[config.mk]
export PLATFORM = sky130hd
export DESIGN_NAME = pwm_multi
export DESIGN_NICKNAME = d
export VERILOG_FILES = /design/src/rtl/pwm_multi.sv
export SDC_FILE = /design/constraint.sdc
export NUM_CORES = 1
export LEC_CHECK = 0
export CORE_ASPECT_RATIO = 0.5
export CORE_MARGIN = 1
export CORE_UTILIZATION = 40
export DETAILED_ROUTE_END_ITERATION = 16
export HOLD_SLACK_MARGIN = 0.05
export PLACE_DENSITY = 0.69
export SYNTH_ARGS = -nofsm -noshare
export SYNTH_HDL_FRONTEND = slang
export SYNTH_SLANG_ARGS = --single-unit
export TNS_END_PERCENT = 100
[constraint.sdc]
create_clock -name mclk -period 3.45 [get_ports mclk]
set_input_delay 0.5175 -clock mclk [delete_from_list [all_inputs] [get_ports mclk]]
set_output_delay 0.5175 -clock mclk [all_outputs]
set_load 0.02 [all_outputs]
[src/rtl/pwm_multi.sv]
// Multi-channel center-aligned PWM with a shared up/down carrier, prescaler and
// per-channel breathing ramp; thresholds are shadow-loaded at each carrier period boundary.
module pwm_multi #(
    parameter int WIDTH      = 8,
    parameter int CHANNELS   = 4,
    parameter int PRESC_W    = 8,
    parameter int ACTIVE_LOW = 1
) (
    input  logic                      mclk,
    input  logic                      rst_n,
    input  logic                      en,
    input  logic                      mode,
    input  logic [PRESC_W-1:0]        presc,
    input  logic [7:0]                step_div,
    input  logic [CHANNELS*WIDTH-1:0] duty,
    output logic [CHANNELS-1:0]       pwm_o,
    output logic                      period_start
);

    typedef enum logic {UP = 1'b0, DOWN = 1'b1} dir_e;

    localparam logic [WIDTH-1:0]    MAX  = '1;
    localparam logic [WIDTH-1:0]    ONE  = {{(WIDTH-1){1'b0}}, 1'b1};
    localparam logic                ACT  = (ACTIVE_LOW == 0);
    localparam logic [CHANNELS-1:0] IDLE = {CHANNELS{~ACT}};

    logic [WIDTH-1:0]    cnt_q, cnt_d;
    dir_e                cdir_q, cdir_d;
    logic [PRESC_W-1:0]  pc_q, pc_d;
    logic [7:0]          sc_q, sc_d;
    logic [WIDTH-1:0]    thr_q [CHANNELS];
    logic [WIDTH-1:0]    thr_d [CHANNELS];
    dir_e                bdir_q [CHANNELS];
    dir_e                bdir_d [CHANNELS];
    logic                mode_q, mode_d;
    logic [CHANNELS-1:0] pwm_q, pwm_d;
    logic                ps_q, ps_d;

    logic tick;
    logic boundary;
    logic mode_eff;

    assign tick     = en && (pc_q == presc);
    assign boundary = tick && (cnt_q == '0);
    // The threshold update at a boundary must see the mode sampled at that same boundary.
    assign mode_eff = boundary ? mode : mode_q;

    always_comb begin
        cnt_d  = cnt_q;
        cdir_d = cdir_q;
        pc_d   = pc_q;
        sc_d   = sc_q;
        thr_d  = thr_q;
        bdir_d = bdir_q;
        mode_d = mode_q;
        pwm_d  = pwm_q;
        ps_d   = boundary;

        if (en) begin
            pc_d = tick ? '0 : pc_q + 1'b1;
        end else begin
            pwm_d = IDLE;
        end

        if (tick) begin
            if (cdir_q == UP) begin
                if (cnt_q == MAX) begin
                    cdir_d = DOWN;
                    cnt_d  = MAX - 1'b1;
                end else begin
                    cnt_d = cnt_q + 1'b1;
                end
            end else begin
                if (cnt_q == '0) begin
                    cdir_d = UP;
                    cnt_d  = ONE;
                end else begin
                    cnt_d = cnt_q - 1'b1;
                end
            end
            for (int i = 0; i < CHANNELS; i++) begin
                pwm_d[i] = ((thr_q[i] == MAX) || (cnt_q < thr_q[i])) ? ACT : ~ACT;
            end
        end

        if (boundary) begin
            mode_d = mode;
            if (!mode_eff) begin
                sc_d = '0;
                for (int i = 0; i < CHANNELS; i++) begin
                    thr_d[i]  = duty[i*WIDTH +: WIDTH];
                    bdir_d[i] = (duty[i*WIDTH +: WIDTH] == MAX) ? DOWN : UP;
                end
            end else if (sc_q == step_div) begin
                sc_d = '0;
                // Bounce at the rails so the ramp never dwells at 0 or MAX.
                for (int i = 0; i < CHANNELS; i++) begin
                    if (thr_q[i] == MAX) begin
                        bdir_d[i] = DOWN;
                        thr_d[i]  = thr_q[i] - 1'b1;
                    end else if (thr_q[i] == '0) begin
                        bdir_d[i] = UP;
                        thr_d[i]  = thr_q[i] + 1'b1;
                    end else if (bdir_q[i] == UP) begin
                        thr_d[i] = thr_q[i] + 1'b1;
                    end else begin
                        thr_d[i] = thr_q[i] - 1'b1;
                    end
                end
            end else begin
                sc_d = sc_q + 8'd1;
            end
        end
    end

    always_ff @(posedge mclk or negedge rst_n) begin
        if (!rst_n) begin
            cnt_q  <= '0;
            cdir_q <= UP;
            pc_q   <= '0;
            sc_q   <= '0;
            mode_q <= 1'b0;
            pwm_q  <= IDLE;
            ps_q   <= 1'b0;
            for (int i = 0; i < CHANNELS; i++) begin
                thr_q[i]  <= '0;
                bdir_q[i] <= UP;
            end
        end else begin
            cnt_q  <= cnt_d;
            cdir_q <= cdir_d;
            pc_q   <= pc_d;
            sc_q   <= sc_d;
            mode_q <= mode_d;
            pwm_q  <= pwm_d;
            ps_q   <= ps_d;
            thr_q  <= thr_d;
            bdir_q <= bdir_d;
        end
    end

    assign pwm_o        = pwm_q;
    assign period_start = ps_q;

endmodule

==> results.toml <==
[route]
num_vias = 5492
avgRoutedWirePerCell_um = 17.5
viasPerCell = 6.05
drtPass1Iterations = 5
drc = 0
wirelength_um = 15900
drtIter0Drc = 421
antenna_left = 0

[run]
max-cap-violations = 0

[placement]
place_congestion = 0.960
io_buffers = 56
placed_area_mm2 = 0.00629
dp_hpwl_um = 11700

[cts]
ctsHoldBuffers = 0
cts_root_buf = "clkbuf_16"
tritoncts = "done"
cts_made_buffers = 9
cts_buffer_depth = 2
post-cts-setup-buffers = 0
h-tree-depth = 3
clock_latency_ns = 0.34
clk_pin_slew_ns = 0.06
numClockSinks = 67
post_cts_resized = 0

[layout]
final_util_pct = 50.2
multi_input_area_mm2 = 0.00350
num_antenna_cells = 0
fillers = 1240
fin_area_mm2 = 0.00656
finish.net_count = 827
final-seq-area_mm2 = 0.00168
layout-drive-gt1-share_pct = 7.59
syn_to_final_growth_pct = 19.0

[grt]
busiest_layer = "met2"
met1_usage_pct = 32.6
grt_usage_pct = 22.9
grt_max_degree = 35
grt_overflow = 0
grt_util_met2_pct = 35.0
grt_pass1_vias = 4946
met3_usage_pct = 5.27
antenna_found_initial = 0
grt_pass1_wl_um = 25600

[min_path]
min_path_type = "in2async"

[setup_path]
r2r_slack_ns = 0.77
timing.rr.end = "thr_q[23]$_DFFE_PN0P_"
critPathTopFamily = "buffers and inverters"
critical_path_required_ns = 3.66
ff2ff_path_depth = 9
slowest_delay_ns = 0.49
rr_startpoint = "pc_q[1]$_DFFE_PN0P_"
cp.depth = 10
crit_start = "presc[2]"
path_cells = "clkdlybuf4s50_1, xor2_1, nor4_2, nand4_2, mux2i_4, inv_1, buf_4, nand4_1, o21ai_0, a22oi_1"
cp_num_buf_inv = 3
crit_path_top_delay_cell = "nor4_2"
arrival_ns = 3.05
cp-start-kind = "input pin"
crit_end = "thr_q[23]$_DFFE_PN0P_"
endpoint_kind = "register"
crit_type = "in2reg"
crit_fanout = 18

[yosys]
yosysSeqAreaShare_pct = 30.5
synthArstFlopShare_pct = 100
yosysWarnings = 0
synth_nets = 768
synth_most_common_cell = "o21ai_0"
netlist_area_mm2 = 0.00551
ys_seq_elements = 67
synth.area.top_cells = "dfrtp_1 29%, ha_1 9.5%, o21ai_0 5.9%, a21oi_1 4.6%, nand2_1 3.7%"
synth_top_cell_by_area = "dfrtp_1"
yosysTopAreaCellShare_pct = 28.6
yosys.cell_types.count = 73
synth_edf_count = 0
ys_top_cells_by_count = "65 x o21ai_0, 63 x dfrtp_1, 54 x nand2_1, 51 x a21oi_1, 44 x inv_1"
netlist_instances = 674
post_synth.cell_area_avg_um2 = 8.18
ys.flop_type = "dfrtp_1"

[timing]
min_period_over_period_pct = 82.4
maxSlewHeadroom_pct = 53.3
slew_violations = 0
hold_viol = 0
finalClockSkew_ns = 0.00929
fin_crit_ns = 2.84
rsz0062_at_grt = "false"
setup_viol = 0
fin_setup_tns_ns = 0
tightest_slew_ns = 0.701
fmax_ghz = 0.352

[run_status]
status = "complete, no violations"

[die]
rows = 29
initial_core_util_pct = 42.2
core_mm2 = 0.0131
die_w_um = 168
ios = 57
die_area_mm2 = 0.0143
fp.dieH_um = 85.0

[pwr]
p_total_mw = 2.34
p_leak_nw = 2.77
ir_worst_vdd_v = 0.000217
cellPowerDensity_mw_per_mm2 = 356
==> flip-flops by register name, summed over array words and instances (netlist names) <==
signal / count
pwm_o: 4
mode_q: 1
bdir_q: 4
cnt_q: 8
cdir_q: 1
sc_q: 8
period_start: 1
thr_q: 32
pc_q: 8
==> cells by family after synthesis <==
family                   synth area share, %
AND/OR/NAND/NOR                         21.2
AO/OA/AOI/OAI                           25.3
buffers and inverters                   6.22
flip-flops                              30.5
adder cells (fa/ha/maj)                 9.53
XOR/XNOR                                5.72
multiplexers                            1.54
==> worst min-delay path by stage <==
stage | startpoint | end | depth (start not counted)
floorplan | rst_n | bdir_q[0]$_DFFE_PN0P_ | 0
global placement | thr_q[4]$_DFFE_PN0P_ | thr_q[4]$_DFFE_PN0P_ | 2
detailed placement | thr_q[4]$_DFFE_PN0P_ | thr_q[4]$_DFFE_PN0P_ | 2
CTS | rst_n | thr_q[29]$_DFFE_PN0P_ | 1
global route | rst_n | thr_q[29]$_DFFE_PN0P_ | 1
finish | rst_n | thr_q[29]$_DFFE_PN0P_ | 1
==> cell usage in the layout, fill, tap and decap left out, types with 21 or more instances in the layout <==
cell,n
a21oi_1,50
buf_4,21
clkdlybuf4s50_1,55
dfrtp_1,63
ha_1,42
inv_1,44
nand2_1,54
nand3_1,27
nor2_1,43
nor3_1,28
o21ai_0,65
xor2_1,22
==> layer usage <==
| layer | vias up | routed length, µm |
|---|---|---|
| met3 | 30 | 1360 |
| met5 | - | 0 |
| met4 | 0 | 278 |
| li1 | 2620 | - |
| met2 | 252 | 6920 |
| met1 | 2590 | 7360 |
==> stage by stage <==
step | hold WS [ns] | worst slack (ns) | cells
6_report | 0.220 | 0.607 | 908
5_1_grt | 0.264 | 0.425 | 908
4_1_cts | 0.248 | 0.638 | 908
3_5_place_dp | 0.486 | 0.301 | 892
3_3_place_gp | 0.485 | 0.430 | 892
2_1_floorplan | 0.222 | 1.08 | 674
==> power by group <==
part           switching, mW  leakage, nW  internal (mW)  total (mW)
Combinational          0.309         1.83          0.257       0.566
Clock                  0.347        0.133          0.503       0.850
Sequential            0.0831        0.814          0.838       0.921
Total                  0.738         2.77           1.60        2.34
==> final cells by class <==
cell class,count,area share (%)
multi-input cells,533,53.4
flip-flops and latches,67,25.6
repair buffers,78,11.2
clock buffers,13,3.82
well taps,170,3.24
inverters,44,2.52
clock inverters,3,0.229
No activity file was read; power rests on OpenSTA's default activity.
==> edit 1 (config.mk and constraints unchanged) <==
`pc_q` no longer has a reset.
--- a/src/rtl/pwm_multi.sv
+++ b/src/rtl/pwm_multi.sv
@@ -117,7 +117,6 @@
         if (!rst_n) begin
             cnt_q  <= '0;
             cdir_q <= UP;
-            pc_q   <= '0;
             sc_q   <= '0;
             mode_q <= 1'b0;
             pwm_q  <= IDLE;
@@ -129,7 +128,6 @@
         end else begin
             cnt_q  <= cnt_d;
             cdir_q <= cdir_d;
-            pc_q   <= pc_d;
             sc_q   <= sc_d;
             mode_q <= mode_d;
             pwm_q  <= pwm_d;
@@ -139,6 +137,10 @@
         end
     end
 
+    always_ff @(posedge mclk) begin
+        pc_q <= pc_d;
+    end
+
     assign pwm_o        = pwm_q;
     assign period_start = ps_q;
 
Function: changed (a bounded check fails within 4 cycles, from zero or initial values and one cycle with rst_n low).
==> edit 1 against the original RTL <==
  * Sequential cell count unchanged
  * Register-to-register slack got worse by 0.29 ns
  * Synthesized area is 4.4% higher
  * Cell area is 5.5% higher
  * Global-route usage increased by 1.4 points
  * Utilization barely moved
  * Final cell count up 4.3%
  * Wire length rose by 8.4%
  * Worst setup slack got worse by 0.12 ns
  * Sequential share of layout area shrank 0.75 points
  * Largest cell class unchanged
Power is not compared: it rests on default switching activity, and its combinational part moved more than twofold at a synthesized area within 25%.
==> edit 1: results (changes against the original RTL) <==
status -> finished, final reports clean
reg-to-reg critical path startpoint -> cnt_q[0]$_DFFE_PN0N_
max reg flops -> 32 (unchanged)
Post-Place Cells -> 931 (+4.4%)
leakage power -> 2.85 nW
Reg-to-Reg End -> thr_q[30]$_DFFE_PN0P_
post-synth cell types -> 76 (+4.1%)
Post-synth EDFFs -> 8 (+8)
dominant cells by area after synthesis -> dfrtp_1, ha_1, o21ai_0
Mapped Nets -> 790 (+2.9%)
drt total wl -> 17300 um (+8.4%)
Post-synth ARST share -> 0.881 (-0.119)
share of layout cells above drive strength 1 -> 0.0795 (+0.00359)
largest net degree at the start of global routing -> 26 (-26%)
Crit Path Max Fanout -> 16 (-2)
Detail Placement HPWL -> 12700 um (+8.6%)
sequential area share after synthesis -> 0.299 (-0.00578)
via count -> 5830 (+6.2%)
Worst Max-Slew Pin Slew -> 0.698 ns (-0.00263 ns)
Synth warnings -> 0 (unchanged)
# nets final -> 844 (+2.1%)
CP arrival -> 3.18 ns (+0.13 ns)
vias in the first global route -> 5522 (+12%)
port buffer count -> 56 (unchanged)
starting DRC count in detailed routing -> 544 (+29%)
r2r setup slk -> 0.48 ns (-0.29 ns)
global-route wire length before repair -> 28100 um (+9.6%)
Resized cells post-CTS -> 0 (unchanged)
gr usage total -> 0.243 (+0.0137)
FF-to-FF path depth -> 10 (+1)
Max Buffers Root-to-Sink -> 2 (unchanged)
MaxCap Viol Count -> 0 (unchanged)
Min Hold Slack -> 0.0750 ns (-0.145 ns)
Peak VDD IR -> 0.214 mV
Layout Cells excl Fill -> 947 (+4.3%)
Worst-Skew Late Latency -> 0.34 ns (about the same)
Synth top cells by count -> dfrtp_1, o21ai_0, inv_1, nand2_1, ha_1
Final Skew -> 0.00522 ns (-0.00407 ns)
Gate Count Post-Synth -> 696 (+3.3%)
Fillers -> 1285 (+3.6%)
GPL Wtd Cong -> 0.938 (-2.2%)
-- edit 1: cell count changes after synthesis, moves of 8 or more --
| cell | delta |
|---|---|
| nand4_1 | +13 |
| a21oi_1 | -22 |
| clkbuf_1 | +11 |
| o21ai_0 | -14 |
| dfrtp_1 | -8 |
| nand3_1 | +14 |
| edfxtp_1 | +8 |
| mux2i_1 | +9 |
| xor2_1 | -12 |
| nand2_1 | -8 |
-- edit 1: layout make-up --
type	count	share of cell area
inverter	51	0.0277
clock inverter	5	0.0154
tap	192	0.0347
clock buffer	11	0.0382
timing repair buffer	81	0.109
multi-input combinational	540	0.526
sequential	67	0.249
-- edit 1: routing by layer --
layer,vias to the layer above,track usage,share of wire
met5,-,0,0
met4,0,0.0576,0.015
met1,2779,0.334,0.46
met3,32,0.0548,0.089
li1,2735,-,-
met2,284,0.387,0.44
-- edit 1: how the worst max path moves through the flow --
stage / cells after the start / start / to
3_3_place_gp: 9 / presc[6] / thr_q[30]$_DFFE_PN0P_
3_5_place_dp: 9 / presc[7] / thr_q[31]$_DFFE_PN0P_
2_1_floorplan: 10 / cnt_q[0]$_DFFE_PN0N_ / thr_q[23]$_DFFE_PN0P_
5_1_grt: 10 / cnt_q[0]$_DFFE_PN0N_ / thr_q[31]$_DFFE_PN0P_
6_report: 10 / cnt_q[0]$_DFFE_PN0N_ / thr_q[30]$_DFFE_PN0P_
4_1_cts: 10 / cnt_q[0]$_DFFE_PN0N_ / thr_q[31]$_DFFE_PN0P_
-- edit 1: logic make-up after synthesis --
group,after synthesis,share of synthesized area
AND/OR/NAND/NOR,243,0.221
multiplexers,16,0.0281
buffers and inverters,89,0.0685
adder cells (fa/ha/maj),42,0.0913
AO/OA/AOI/OAI,209,0.246
flip-flops,67,0.299
XOR/XNOR,30,0.0457
-- edit 1: worst max-delay path, stage by stage, from the launching register on --
cell and delay, ns:
dfrtp_1 0.37, inv_1 0.13, ha_1 0.16, nor3b_1 0.35, nand2_2 0.22, or4_4 0.62, and2_1 0.20, inv_2 0.28
buf_12 0.21, mux2i_1 0.19, a22oi_1 0.09
-- edit 1: per-stage QoR --
stage / instance area (um^2) / setup slack, ns
2_1_floorplan: 5750 / 0.804
3_3_place_gp: 6550 / 0.341
3_5_place_dp: 6550 / 0.278
4_1_cts: 6920 / 0.508
5_1_grt: 6920 / 0.330
6_report: 6920 / 0.485
-- edit 1: power by group --
group	switching (W)	internal (W)	total, W
registers	0.0000156	0.000819	0.000834
logic	0.000125	0.000125	0.000250
clock network	0.000380	0.000771	0.00115
==> edit 2 (same settings) <==
Without the edit above. Change the parameter `PRESC_W` from 8 to 9.
--- a/src/rtl/pwm_multi.sv
+++ b/src/rtl/pwm_multi.sv
@@ -3,7 +3,7 @@
 module pwm_multi #(
     parameter int WIDTH      = 8,
     parameter int CHANNELS   = 4,
-    parameter int PRESC_W    = 8,
+    parameter int PRESC_W    = 9,
     parameter int ACTIVE_LOW = 1
 ) (
     input  logic                      mclk,
Ports: changed (resized presc); port bits go from 57 to 58. No check against the original RTL was run, so the function may have changed too.
==> edit 2 against the original RTL <==
  * The run now ends with design-rule violations left
  * Sequential cell count up 1
  * Critical path depth shrank 2
  * Sequential power is 2% lower
  * Cell area is 8.5% higher
  * Wire length up 16%
  * Sequential share of layout area is 1.7 points lower
  * Hold slack improved by 0.066 ns
  * Combinational power shrank 32%
  * Synthesized area grew 8.4%
  * Worst setup slack got worse by 0.071 ns
  * Total power is 1.8% higher
  * Clock skew decreased by 0.00079 ns
  * Largest power group is now the clock network
  * Highest routed layer unchanged
==> edit 2: results (changes against the original RTL) <==
status -> complete, but fails checks
failing checks -> design-rule violations
placed cell area -> 0.00678 mm^2 (+7.7%)
via count -> 6122 (+11%)
post-synth cell types -> 77 (+5.5%)
share of layout cells above drive strength 1 -> 0.0813 (+0.00544)
gr usage total -> 0.247 (+0.0177)
ANT cells -> 0 (unchanged)
Peak VDD IR -> 0.219 mV (+0.85%)
largest net degree at the start of global routing -> 36 (+2.9%)
met1 Use GR -> 0.339 (+0.0131)
critical path's slowest cell -> or4_4
Mapped Nets -> 828 (+7.8%)
crit-path max cell delay -> 0.69 ns (+0.20 ns)
GPL Wtd Cong -> 0.965 (+0.56%)
Root Driver -> clkbuf_16
vias in the first global route -> 5684 (+15%)
Final Skew -> 0.00849 ns (-0.000791 ns)
Detail Placement HPWL -> 13500 um (+16%)
drt total wl -> 18500 um (+16%)
met3 track utilization from global routing -> 0.0511 (-0.00159)
Synth top cells by count -> dfrtp_1, o21ai_0, nand2_1, inv_1, nand3_1
GR Layer Usage met2 -> 0.395 (+0.0458)
Avg Cell Area, Syn -> 8.15 um^2 (-0.37%)
setup violators final -> 0 (unchanged)
Fillers -> 1400 (+13%)
starting DRC count in detailed routing -> 898 (+110%)
TritonRoute pass-1 iters -> 11 (+6)
Layout Cells excl Fill -> 985 (+8.5%)
DRC -> 1 (+1)
# nets final -> 877 (+6.0%)
port buffer count -> 57 (+1.8%)
Crit Path Max Fanout -> 13 (-5)
CP top delay family -> simple AND/OR/NAND/NOR gates
dominant cells by area after synthesis -> dfrtp_1, ha_1, o21ai_0
Post-Place Setup Slack -> 0.508 ns (+0.207 ns)
sequential area share after synthesis -> 0.286 (-0.0193)
Post-Place Cells -> 969 (+8.6%)
[edit 2: final timing paths]
path,startpoint,to,slack [ns],cells after the start
setup reg to reg,cnt_q[1]$_DFFE_PN0N_,thr_q[30]$_DFFE_PN0P_,0.54,8
max in group asynchronous,rst_n,pwm_o[0]$_DFFE_PN1P_,2.40,2
hold reg to reg,sc_q[7]$_DFFE_PN0P_,sc_q[7]$_DFFE_PN0P_,0.51,1
hold / removal,rst_n,bdir_q[0]$_DFFE_PN0P_,0.29,1
min in group mclk,sc_q[7]$_DFFE_PN0P_,sc_q[7]$_DFFE_PN0P_,0.51,1
setup / recovery,cnt_q[1]$_DFFE_PN0N_,thr_q[30]$_DFFE_PN0P_,0.54,8
[edit 2: report_power, final]
group / switching, W / internal (W)
combinational: 0.000196 / 0.000189
clock: 0.000381 / 0.000708
sequential: 0.0000707 / 0.000834
[edit 2: cell families (layout without fill, tap and decap cells)]
kind of cell | count (synthesis) | after routing | synth area share
flip-flops | 68 | 68 | 0.286
multiplexers | 19 | 19 | 0.0318
AND/OR/NAND/NOR | 264 | 264 | 0.243
AO/OA/AOI/OAI | 217 | 217 | 0.240
adder cells (fa/ha/maj) | 42 | 42 | 0.0880
XOR/XNOR | 34 | 34 | 0.0499
buffers and inverters | 89 | 143 | 0.0622
[edit 2: per-layer routing]
layer	routed length, um	part of all wire
met1	8360	0.45
met2	8380	0.45
met3	1490	0.080
met4	281	0.015
met5	0	0
[edit 2: cell type report]
type,instances,area (um^2),area share
multi-input cells,576,3910,0.549
flip-flops and latches,68,1710,0.240
repair buffers,78,736,0.103
well taps,198,248,0.0348
clock buffers,10,229,0.0322
inverters,49,184,0.0258
clock inverters,6,111,0.0156
[edit 2: per-stage QoR]
stage / hold WS [ns] / util
5_1_grt: 0.362 / 0.491
6_report: 0.286 / 0.491
3_5_place_dp: 0.502 / 0.467
3_3_place_gp: 0.499 / 0.467
2_1_floorplan: 0.222 / -
4_1_cts: 0.316 / 0.491
